`config.mk`:
```
export PLATFORM = sky130hd
export DESIGN_NAME = fifo_wptr_ctrl
export DESIGN_NICKNAME = d
export VERILOG_FILES = /design/src/rtl/fifo_wptr_ctrl.sv
export SDC_FILE = /design/constraint.sdc
export NUM_CORES = 1
export LEC_CHECK = 0
export BUFFER_PORTS_ARGS = -buffer_cell sky130_fd_sc_hd__buf_4
export CAP_MARGIN = 40
export CORE_MARGIN = 8
export CORE_UTILIZATION = 30
export DETAILED_ROUTE_END_ITERATION = 6
export PLACE_DENSITY = 0.48
export SETUP_SLACK_MARGIN = 0.2
export SYNTH_ARGS = -nofsm -noshare
export SYNTH_HDL_FRONTEND = slang
export SYNTH_SLANG_ARGS = --single-unit
```
`constraint.sdc`:
```
create_clock -name clk -period 2.06 [get_ports clk]
set_clock_uncertainty 0.2 [all_clocks]
set_input_delay 0.206 -clock clk [delete_from_list [all_inputs] [get_ports clk]]
set_output_delay 0.206 -clock clk [all_outputs]
set_load 0.02 [all_outputs]
```
`src/rtl/fifo_wptr_ctrl.sv`:
```
// Write-side pointer controller for an async FIFO: accepts writes and exports the Gray pointer.
// Optional almost_full output enabled by defining FIFO_WPTR_CTRL_ALMOST_FULL_EN.
module fifo_wptr_ctrl #(
    parameter int ADDR_W = 3
) (
    input  logic              clk,
    input  logic              rst,
    input  logic              wr_req,
    input  logic [ADDR_W:0]   rd_gray_async,
    output logic              wr_ack,
    output logic [ADDR_W-1:0] wr_addr,
    output logic [ADDR_W:0]   wr_gray,
    output logic              full
`ifdef FIFO_WPTR_CTRL_ALMOST_FULL_EN
    ,
    output logic              almost_full
`endif
);

    localparam int P = ADDR_W + 1;

    typedef enum logic {
        INIT,
        RUN
    } state_t;

    state_t         state;
    state_t         state_next;
    logic           init_cnt;
    logic           init_cnt_next;
    logic [P-1:0]   wbin;
    logic [P-1:0]   wbin_next;
    logic [P-1:0]   wgray_next;
    logic [P-1:0]   rq1;
    logic [P-1:0]   rq2;
    logic [P-1:0]   full_cmp;
    logic           run;

    always_ff @(posedge clk) begin
        if (rst) begin
            state    <= INIT;
            init_cnt <= 1'b0;
        end else begin
            state    <= state_next;
            init_cnt <= init_cnt_next;
        end
    end

    always_comb begin
        state_next    = state;
        init_cnt_next = init_cnt;
        unique case (state)
            INIT: begin
                if (init_cnt) begin
                    state_next    = RUN;
                    init_cnt_next = 1'b0;
                end else begin
                    init_cnt_next = 1'b1;
                end
            end
            RUN: begin
                state_next = RUN;
            end
            default: begin
                state_next = INIT;
            end
        endcase
    end

    assign run = (state == RUN);

    // rst gates the ack so an in-flight request is never written on the reset cycle
    assign wr_ack     = wr_req & ~full & run & ~rst;
    assign wbin_next  = wbin + P'(wr_ack);
    assign wgray_next = wbin_next ^ (wbin_next >> 1);
    assign wr_addr    = wbin[ADDR_W-1:0];

    always_ff @(posedge clk) begin
        if (rst) begin
            rq1 <= '0;
            rq2 <= '0;
        end else begin
            rq1 <= rd_gray_async;
            rq2 <= rq1;
        end
    end

    always_ff @(posedge clk) begin
        if (rst) begin
            wbin    <= '0;
            wr_gray <= '0;
        end else begin
            wbin    <= wbin_next;
            wr_gray <= wgray_next;
        end
    end

    // Full when the write pointer laps the read pointer: top two Gray bits inverted
    assign full_cmp = {~rq2[P-1:P-2], rq2[P-3:0]};

    always_ff @(posedge clk) begin
        if (rst) begin
            full <= 1'b1;
        end else if (state_next == RUN) begin
            full <= (wgray_next == full_cmp);
        end else begin
            full <= 1'b1;
        end
    end

`ifdef FIFO_WPTR_CTRL_ALMOST_FULL_EN
    logic [P-1:0] rbin;
    logic [P-1:0] level;

    always_comb begin
        rbin       = '0;
        rbin[P-1]  = rq2[P-1];
        for (int i = P - 2; i >= 0; i--) begin
            rbin[i] = rbin[i+1] ^ rq2[i];
        end
    end

    assign level = wbin_next - rbin;

    always_ff @(posedge clk) begin
        if (rst) begin
            almost_full <= 1'b0;
        end else if (state_next == RUN) begin
            almost_full <= (level >= P'((2 ** ADDR_W) - 1));
        end else begin
            almost_full <= 1'b0;
        end
    end
`endif

endmodule

```
==> key figures, run 1 <==
Clock tree
  • Clock slew at the register clock pins of the worst setup and hold paths: 0.09 ns
  • Clock sink count: 18
  • Clock root cell: clkbuf_4
  • Clock tree from TritonCTS: yes
  • CTS Buf Count: 3
  • Buffers from clock root to sink, at most: 2
  • CTS H-Tree Depth: 1
  • Clk_lat worst skew: 0.28 ns

Run status
  • Status: finished, final reports clean

Power and ir drop
  • Power dissipated by switching net loads: ~140 uW
  • Sw Share: 22.7%
  • Total power divided by cell area: 670 nW/um^2
  • Internal Dissipation: 478 uW
  • Share of power burned in combinational logic: 11.8%
  • Standby leakage power: 0.000412 uW
  • Peak supply drop: 0.473 mV
  • Sequential share of power: 61.4%
  • Share of power burned in the clock network: 26.8%

Floorplanning
  • Row cnt: 16
  • Chip Width: 62.3 um
  • Number of placed I/O pins: 16
  • Vertical die dimension: 62.3 um
  • DIE AREA: 3890 sq um
  • Floorplan core area: between 2000 and 2500 sq um
  • Starting density of the core: between 30% and 40%

Layout
  • Fraction of final layout cells with drive strength greater than 1: 34.9%
  • Net count, final: 94
  • Antenna cells: 0
  • Final design instance area without fill: 922 sq um
  • Fillers: 201
  • Count of placed standard cells in the final layout, fillers left out: 110
  • Area of the multi-input gates: 320 sq um
  • Footprint of the flip-flops and latches: 363 sq um
  • Synthesis-to-finish area growth: 43.1%

Routing
  • Wire per inst: a little over 10 um
  • DRC viols: 0
  • Aggregate routed wire length: approximately 1.1 mm
  • Via count of the routed design: between 400 and 500
  • Initial detailed-routing violation count: 2
  • Iteration count of the initial detailed-routing pass: 2
  • Via density: 4.10
  • Number of nets still failing antenna checks after routing: 0

Min path
  • Hold path endpoint: rq2[2]
  • Classification of the worst-slack hold path: in -> reg
  • Cells on Worst Hold Path: 3
  • Hold_sp: rst

Yosys
  • Post-synthesis compound-gate area fraction: 0.777%
  • Largest family of logic cells by synthesized area: simple AND/OR/NAND/NOR gates
  • Synth warn: 0
  • Number of synthesized register bits: 18
  • Parity-gate share of the synthesized area counting xor and xnor cells: 15.7%
  • Proportion of synthesized chip area in sequential cells: a little under three fifths
  • Mux cell area share after synthesis: 3.11%
  • Mapped Cells: 58
  • Avg Cell Area, Syn: 11.1 sq um
  • Post-synthesis share of cell area spent on and, or, nand and nor gates: between 10% and 20%
  • Synth Cell Area: 644 sq um
  • Adder and majority cell fraction of the synthesized area: 3.88%
  • Unique masters post-synth: 15
  • Post-synth net total: 67

Critical path
  • Peak per-stage delay on the critical path: 0.34 ns
  • Register-to-register path setup slack: around 0.22 ns
  • Critical Path End Type: flop
  • Launch point of the worst reg-to-reg path: full
  • Worst Setup Path Type: reg -> reg
  • Critical Path RT: a little over 2 ns
  • Critical Path AT: 1.82 ns
  • Endpoint of the most critical register-to-register path: full
  • Startpoint class of the critical path: flop
  • Critical path cell sequence: nor3_4 > ha_2 > ha_4 > xor3_1 > and2_1 > mux2i_1 > o21ai_1
  • Highest net fanout along the worst path: 2
  • Master of the slowest instance on the critical path: dfxtp_2
  • Cells on worst reg2reg path: 7

Timing
  • Pins Over Slew Limit: 0
  • Max-Slew Margin vs Limit: 78.6%
  • Tcrit/Tclk final: 89.2%
  • Final Hold Vio Count: 0
  • Minimum setup slack in the final design: 0.221 ns
  • Final setup violation count: 0
  • Worst Tran Pin Value: 0.320 ns
  • Tightest hold margin: 0.153 ns
  • Final min period: ~1.8 ns
  • Unrepaired setup endpoints after global routing: true
  • Maximum achievable frequency: 544 MHz
  • Fin Setup TNS: 0 ns

Job
  • Maxcap violations: 0

GRT
  • Via count of the first global-routing pass: approximately 460
  • Wire length of the first global-routing pass: 1.97 mm
  • Overall track demand over capacity in global routing: 6.36%
  • Pin count of the biggest net entering global routing: 18
  • Number of antenna violations at the first check in global routing: 0
  • Grt total ovfl: 0

Placed design
  • Port buffer count: 15
  • Number of placed instances with taps included: 101
  • Pre-CTS worst setup slack: roughly 0.12 ns
  • Global placer's final weighted congestion: 0.680
  • Instance area at placement: 845 sq um
[synth_stat cells]
cell       n  share of area, %
xor2_1     4               5.4
nand2_1    1              0.58
nor2_1     9               5.2
dfxtp_1   18                56
xor2_2     1               2.5
o21ai_1    1              0.78
xnor2_1    3               4.1
clkbuf_1   1              0.58
nor2b_1   11                11
xor3_1     1               3.7
nor3_1     1              0.78
nand3_1    1              0.78
and2_1     2               1.9
ha_1       2               3.9
mux2i_1    2               3.1
[state kept, by name (all words and copies together) (netlist names)]
signal	cells
rq2	4
wbin	3
run	1
rq1	4
init_cnt	1
wr_gray	4
full	1
[worst max-delay path by stage]
stage,from,endpoint,slack (ns)
floorplan,run,full,0.05
CTS,full,full,0.20
finish,full,full,0.22
detailed placement,run,full,0.12
global route,run,full,0.12
global placement,run,full,0.14
[stage by stage]
stage                     total power (uW)  utilization, %
after detailed placement               452            42.2
after global routing                   656            46.1
after global placement                 451            42.2
after CTS                              631            46.1
after floorplan                        425               -
final                                  618            46.1
[final cells by class]
class | count | share of cell area [%]
flip-flops and latches | 18 | 39.3
multi-input cells | 39 | 34.7
clock buffers | 3 | 2.44
well taps | 27 | 3.66
repair buffers | 23 | 19.8
[power groups by stage]
stage | registers, uW | logic, uW | clock network (uW)
floorplan | 393 | 31.6 | 0
global placement | 389 | 62.1 | 0
detailed placement | 390 | 62.2 | 0
CTS | 380 | 73.9 | 177
global route | 382 | 80.3 | 194
finish | 380 | 72.9 | 166
[cell families after synthesis]
group,after synthesis
AOI/OAI and AO/OA,1
xor gates and xnor gates,9
adders and majority gates,2
buffers and inverters,1
DFF,18
muxes,2
and+or+nand+nor,25
[worst max-delay path: cells and delay by family, from the launching register on]
kind | cells | cell delay [ns]
AOI/OAI and AO/OA | 1 | 0.07
xor gates and xnor gates | 1 | 0.23
adders and majority gates | 2 | 0.40
DFF | 1 | 0.34
muxes | 1 | 0.14
and+or+nand+nor | 2 | 0.35
[metal layers]
| metal | wire length (um) | vias to the layer above | global-route usage [%] | part of all wire (%) |
|---|---|---|---|---|
| met2 | 530 | 13 | 10.9 | 47 |
| li1 | - | 232 | - | - |
| met4 | 12 | 0 | 1.71 | 1.1 |
| met5 | 0 | - | 0 | 0 |
| met3 | 78 | 2 | 4.66 | 6.9 |
| met1 | 509 | 204 | 5.90 | 45 |
[timing repair]
action                                  4_1_cts  5_1_grt
gates resized for setup                       0        0
endpoints found under the setup margin        1        1
pin swaps                                     4        0
setup buffers                                 2        0
hold buffers                                  4        0
hold endpoints to repair                      4        0
[placed cells by master, fill, tap and decap left out, drive strengths merged, types with 2 or more instances in the layout]
master / instances
and2: 2
buf: 19
clkbuf: 3
dfxtp: 18
dlygate4sd3: 4
ha: 2
mux2i: 2
nor2: 9
nor2b: 11
xnor2: 3
xor2: 5
Note: power is estimated with default switching activity, not from simulation.
==> inputs of run 2 (changes only) <==
--- a/config.mk
+++ b/config.mk
@@ -7,11 +7,11 @@
 export LEC_CHECK = 0
 export BUFFER_PORTS_ARGS = -buffer_cell sky130_fd_sc_hd__buf_4
 export CAP_MARGIN = 40
-export CORE_MARGIN = 8
 export CORE_UTILIZATION = 30
 export DETAILED_ROUTE_END_ITERATION = 6
-export PLACE_DENSITY = 0.48
+export PLACE_DENSITY_LB_ADDON = 0.15
 export SETUP_SLACK_MARGIN = 0.2
+export SKIP_LAST_GASP = 1
 export SYNTH_ARGS = -nofsm -noshare
 export SYNTH_HDL_FRONTEND = slang
 export SYNTH_SLANG_ARGS = --single-unit
==> key figures, run 2 (synthesis results as in run 1) <==
Timing
  • Final min period: 1.83 ns (was 1.84 ns)
  • Pins Over Slew Limit: 0 (unchanged)
  • Tcrit/Tclk final: 88.8% (was 89.2%)
  • Final Hold Vio Count: 0 (unchanged)
  • Final setup violation count: 0 (unchanged)
  • Fin Setup TNS: 0 ns (unchanged)
  • Maximum achievable frequency: 547 MHz (was 544 MHz)
  • Worst Tran Pin Value: 0.312 ns (was 0.320 ns)
  • Tightest hold margin: 0.135 ns (was 0.153 ns)
  • Max-Slew Margin vs Limit: 79.2% (was 78.6%)
  • Unrepaired setup endpoints after global routing: true (unchanged)

Critical path
  • Endpoint of the most critical register-to-register path: full (unchanged)
  • Critical Path RT: 2.03 ns (was 2.04 ns)
  • Worst Setup Path Type: reg -> reg (unchanged)
  • Highest net fanout along the worst path: 2 (unchanged)
  • Register-to-register path setup slack: 0.23 ns (was 0.22 ns)
  • Critical Path AT: 1.80 ns (was 1.82 ns)
  • Master of the slowest instance on the critical path: dfxtp_2 (unchanged)
  • Peak per-stage delay on the critical path: 0.35 ns (was 0.34 ns)
  • Cells on worst reg2reg path: 7 (unchanged)
  • Critical path cell sequence: nor3_4 > ha_2 > ha_4 > xor3_1 > and2_1 > mux2i_1 > o21ai_1 (unchanged)
  • Startpoint class of the critical path: flop (unchanged)
  • Critical Path End Type: flop (unchanged)
  • Launch point of the worst reg-to-reg path: full (unchanged)

Power and ir drop
  • Peak supply drop: 0.324 mV (was 0.473 mV)
  • Internal Dissipation: 478 uW (about the same)
  • Share of power burned in the clock network: 26.6% (was 26.8%)
  • PnR Total Power: 616 uW (was 618 uW)
  • Standby leakage power: 0.000412 uW (unchanged)
  • Sequential share of power: 61.7% (was 61.4%)
  • Power dissipated by switching net loads: 138 uW (was 140 uW)
  • Total power divided by cell area: 668 nW/um^2 (was 670 nW/um^2)
  • Share of power burned in combinational logic: 11.7% (was 11.8%)
  • Sw Share: 22.4% (was 22.7%)

Min path
  • Cells on Worst Hold Path: 3 (unchanged)
  • Hold path endpoint: rq1[2] (was rq2[2])
  • Hold_sp: rst (unchanged)
  • Classification of the worst-slack hold path: in -> reg (unchanged)

Clock tree
  • CTS Buf Count: 3 (unchanged)
  • Clock tree from TritonCTS: yes (unchanged)
  • CTS H-Tree Depth: 1 (unchanged)
  • Clock root cell: clkbuf_4 (unchanged)
  • Clock slew at the register clock pins of the worst setup and hold paths: 0.09 ns (about the same)
  • Buffers from clock root to sink, at most: 2 (unchanged)
  • Clk_lat worst skew: 0.28 ns (about the same)
  • Clock sink count: 18 (unchanged)

GRT
  • Met1 usage in global routing: 11.0% (was 5.90%)
  • GR Util met3: 5.03% (was 4.66%)
  • Pin count of the biggest net entering global routing: 18 (unchanged)
  • Wire length of the first global-routing pass: 1.82 mm (was 1.97 mm)
  • Via count of the first global-routing pass: 423 (was 458)
  • Number of antenna violations at the first check in global routing: 0 (unchanged)
  • Grt total ovfl: 0 (unchanged)
  • Peak-usage layer in the global routing report: met2 (unchanged)
  • Met2 capacity usage during global routing: 18.8% (was 10.9%)
  • Overall track demand over capacity in global routing: 10.5% (was 6.36%)

Layout
  • Most common cell after layout, fill and taps aside: buf_4 (unchanged)
  • Regs by FF count: rq1 x4, rq2 x4, wr_gray x4 (unchanged)
  • Core utilization of the finished layout: 46.5% (was 46.1%)
  • Final design instance area without fill: 922 sq um (unchanged)
  • Fraction of final layout cells with drive strength greater than 1: 34.9% (unchanged)
  • Synthesis-to-finish area growth: 43.1% (unchanged)
  • Most frequent cells in the layout: buf_4 (19), dfxtp_1 (16), nor2b_1 (11), nor2_1 (9) (unchanged)
  • Net count, final: 94 (unchanged)
  • Antenna cells: 0 (unchanged)

Floorplanning
  • Floorplan core area: 1980 sq um (was 2000 sq um)
  • Chip Width: 48.3 um (was 62.3 um)
  • DIE AREA: 2340 sq um (was 3890 sq um)
  • Starting density of the core: 32.5% (was 32.2%)
  • Vertical die dimension: 48.3 um (was 62.3 um)
  • Number of placed I/O pins: 16 (unchanged)
  • Row cnt: 16 (unchanged)

Routing
  • DRC viols: 0 (unchanged)
  • Wire per inst: 9.50 um (was 10.3 um)
  • Number of nets still failing antenna checks after routing: 0 (unchanged)
  • Iteration count of the initial detailed-routing pass: 4 (was 2)
  • Aggregate routed wire length: 1.05 mm (was 1.13 mm)
  • Initial detailed-routing violation count: 4 (was 2)
  • Via density: 4.13 (was 4.10)
  • Via count of the routed design: 454 (was 451)

Placed design
  • Port buffer count: 15 (unchanged)
  • Instance area at placement: 845 sq um (unchanged)
  • Global placer's final weighted congestion: 0.683 (was 0.680)

Job
  • Maxcap violations: 0 (unchanged)

Run status
  • Status: finished, final reports clean (unchanged)
-- run 2: cell counts in the layout (fill, tap and decap cells not counted) --
No cell type changed its count.
-- run 2: power by group through the flow --
stage | clock network [uW] | registers, uW | logic (uW)
floorplan | 0 | 393 | 31.6
global placement | 0 | 389 | 60.4
detailed placement | 0 | 390 | 60.7
CTS | 174 | 380 | 73.4
global route | 189 | 383 | 80.3
finish | 164 | 380 | 72.1
-- run 2: how the worst max path moves through the flow --
stage | start | end | slack (ns)
floorplan | run | full | 0.05
global placement | run | full | 0.18
detailed placement | run | full | 0.12
CTS | full | full | 0.20
global route | full | full | 0.13
finish | full | full | 0.23
-- run 2: metal layers --
metal / vias up / routed length, um
li1: 231 / -
met1: 206 / 431
met3: 2 / 63
met2: 15 / 537
met5: - / 0
met4: 0 / 13
-- run 2: cell type report --
type | count | area [sq um]
sequential | 18 | 363
multi-input combinational | 39 | 320
timing repair buffer | 23 | 183
clock buffer | 3 | 22.5
tap | 27 | 33.8
fill | 185 | 1060
-- run 2: repair_timing --
action | CTS | global route
endpoints found under the setup margin | 1 | 1
buffers inserted | 2 | 0
hold buffers | 4 | 0
hold endpoints to repair | 4 | 0
pin swaps | 4 | 0
resized for setup | 0 | 0
-- run 2: stage by stage --
stage                     setup WS, ns  cells
after CTS                        0.198    110
after global routing             0.125    110
after global placement           0.184    101
after floorplan                 0.0489     58
final                            0.230    110
after detailed placement         0.121    101
-- run 2: worst max-delay path, delay by kind of cell, from the launching register on --
kind	cells	cell delay, ns
mux	1	0.14
compound gates	1	0.07
xor+xnor	1	0.23
fa+ha+maj	2	0.40
flops	1	0.35
simple gates	2	0.34
==> inputs of run 3 (changes only) <==
--- a/config.mk
+++ b/config.mk
@@ -5,10 +5,10 @@
 export SDC_FILE = /design/constraint.sdc
 export NUM_CORES = 1
 export LEC_CHECK = 0
-export BUFFER_PORTS_ARGS = -buffer_cell sky130_fd_sc_hd__buf_4
 export CAP_MARGIN = 40
-export CORE_UTILIZATION = 30
+export CORE_UTILIZATION = 25
 export DETAILED_ROUTE_END_ITERATION = 6
+export DONT_BUFFER_PORTS = 1
 export PLACE_DENSITY_LB_ADDON = 0.15
 export SETUP_SLACK_MARGIN = 0.2
 export SKIP_LAST_GASP = 1
==> key figures, run 3 (synthesis results as in run 1) <==
Clock tree
  • CTS H-Tree Depth: 1 (unchanged)
  • Post-cts hold buffer count: 10 (was 4)
  • Clock tree from TritonCTS: yes (unchanged)
  • Buffers from clock root to sink, at most: 2 (unchanged)
  • Clock slew at the register clock pins of the worst setup and hold paths: 0.10 ns (was 0.09 ns)
  • Clk_lat worst skew: 0.29 ns (was 0.28 ns)
  • Clock root cell: clkbuf_4 (unchanged)
  • Clock sink count: 18 (unchanged)
  • CTS Buf Count: 3 (unchanged)

GRT
  • Peak-usage layer in the global routing report: met2 (unchanged)
  • Grt total ovfl: 0 (unchanged)
  • Number of antenna violations at the first check in global routing: 0 (unchanged)
  • Met1 usage in global routing: 10.7% (was 11.0%)
  • Pin count of the biggest net entering global routing: 19 (was 18)
  • Via count of the first global-routing pass: 407 (was 423)
  • Wire length of the first global-routing pass: 1.86 mm (was 1.82 mm)
  • Overall track demand over capacity in global routing: 10.1% (was 10.5%)
  • Met2 capacity usage during global routing: 15.0% (was 18.8%)
  • GR Util met3: 6.67% (was 5.03%)

Timing
  • Pins Over Slew Limit: 0 (unchanged)
  • Final min period: 1.93 ns (was 1.83 ns)
  • Max-Slew Margin vs Limit: 77.9% (was 79.2%)
  • Unrepaired setup endpoints after global routing: true (unchanged)
  • Tightest hold margin: -0.228 ns (was 0.135 ns)
  • Minimum setup slack in the final design: 0.129 ns (was 0.230 ns)
  • Final setup violation count: 0 (unchanged)
  • Maximum achievable frequency: 518 MHz (was 547 MHz)
  • Worst Tran Pin Value: 0.331 ns (was 0.312 ns)
  • Final Hold Vio Count: 7 (was 0)
  • Tcrit/Tclk final: 93.7% (was 88.8%)

Critical path
  • Critical Path RT: 2.04 ns (was 2.03 ns)
  • Highest net fanout along the worst path: 2 (unchanged)
  • Critical Path End Type: flop (unchanged)
  • Startpoint class of the critical path: flop (unchanged)
  • Origin of the worst setup path: full (unchanged)
  • Critical Path AT: 1.91 ns (was 1.80 ns)
  • Worst Setup Path Type: reg -> reg (unchanged)
  • Launch point of the worst reg-to-reg path: full (unchanged)

Floorplanning
  • Starting density of the core: 26.2% (was 32.5%)
  • DIE AREA: 2780 sq um (was 2340 sq um)
  • Vertical die dimension: 52.8 um (was 48.3 um)
  • Floorplan core area: 2450 sq um (was 1980 sq um)
  • Chip Width: 52.8 um (was 48.3 um)
  • Row cnt: 18 (was 16)
  • Number of placed I/O pins: 16 (unchanged)

Routing
  • Wire per inst: 10.2 um (was 9.50 um)
  • Number of nets still failing antenna checks after routing: 0 (unchanged)
  • Iteration count of the initial detailed-routing pass: 1 (was 4)
  • Via density: 4.04 (was 4.13)
  • Aggregate routed wire length: 1.08 mm (was 1.05 mm)
  • DRC viols: 0 (unchanged)
  • Via count of the routed design: 428 (was 454)
  • Initial detailed-routing violation count: 0 (was 4)

Run status
  • Failing checks: negative hold slack
  • Status: finished with violations (was finished, final reports clean)

Layout
  • Most frequent cells in the layout: dfxtp_1 (16), nor2b_1 (11), dlygate4sd3_1 (10), nor2_1 (9), buf_4 (6) (was buf_4 (19), dfxtp_1 (16), nor2b_1 (11), nor2_1 (9))
  • Net count, final: 87 (was 94)
  • Regs by FF count: rq1 x4, rq2 x4, wr_gray x4 (unchanged)
  • Antenna cells: 0 (unchanged)
  • Most common cell after layout, fill and taps aside: dfxtp_1 (was buf_4)
  • Synthesis-to-finish area growth: 39.4% (was 43.1%)
  • Core utilization of the finished layout: 36.6% (was 46.5%)
  • Fraction of final layout cells with drive strength greater than 1: 22.4% (was 34.9%)
  • Count of placed standard cells in the final layout, fillers left out: 106 (was 110)

Job
  • Maxcap violations: 0 (unchanged)

Power and ir drop
  • Standby leakage power: 0.000390 uW (was 0.000412 uW)
  • Peak supply drop: 0.465 mV (was 0.324 mV)
  • PnR Total Power: 621 uW (was 616 uW)
  • Total power divided by cell area: 691 nW/um^2 (was 668 nW/um^2)

Placed design
  • Pre-CTS worst setup slack: 0.0839 ns (was 0.121 ns)
  • Number of placed instances with taps included: 91 (was 101)
  • Global placer's final weighted congestion: 0.649 (was 0.683)
  • Port buffer count: 0 (was 15)
  • DP HPWL: between 700 and 800 um

Min path
  • Classification of the worst-slack hold path: in -> reg (unchanged)
  • Hold_sp: rst (unchanged)
-- run 3: what timing repair did --
| item | in CTS | in global routing |
|---|---|---|
| pin swaps | 4 | 3 |
| endpoints found under the setup margin | 1 | 3 |
| hold endpoints to repair | 18 | 7 |
| buffers inserted | 0 | 2 |
| gates resized for setup | 2 | 0 |
-- run 3: power breakdown --
part | leakage (uW) | switching, uW | internal (uW)
Sequential | 0.000148 | 17.5 | 370
Combinational | 0.000228 | 20.2 | 41.4
Clock | 0.0000138 | 104 | 67.9
-- run 3: metrics by stage --
stage          setup TNS [ns]  instance area, sq um
2_1_floorplan               0                   687
3_3_place_gp                0                   751
3_5_place_dp                0                   751
4_1_cts                     0                   883
5_1_grt              -0.00213                   898
6_report                    0                   898
-- run 3: layout make-up --
cell class,instances,area [sq um]
multi-input combinational,39,328
fill,265,1560
clock buffer,3,22.5
sequential,18,365
tap,30,37.5
timing repair buffer,16,145
-- run 3: path summary, 6_finish.rpt --
kind / depth (start not counted) / slack [ns] / end
max: 7 / 0.13 / full
min: 1 / -0.23 / wbin[0]
max reg2reg: 7 / 0.13 / full
min reg2reg: 3 / 0.44 / full
-- run 3: worst max-delay path: stages (launching register included) --
cell,delay [ns]
dfxtp_4,0.39
nor3_4,0.20
ha_2,0.23
ha_4,0.17
xor3_1,0.23
and2_1,0.17
mux2i_1,0.14
o21ai_1,0.09
-- run 3: metal layers --
metal,up-vias,part of all wire [%]
li1,219,-
met1,196,43
met2,11,49
met3,2,5.3
met4,0,1.8
met5,-,0
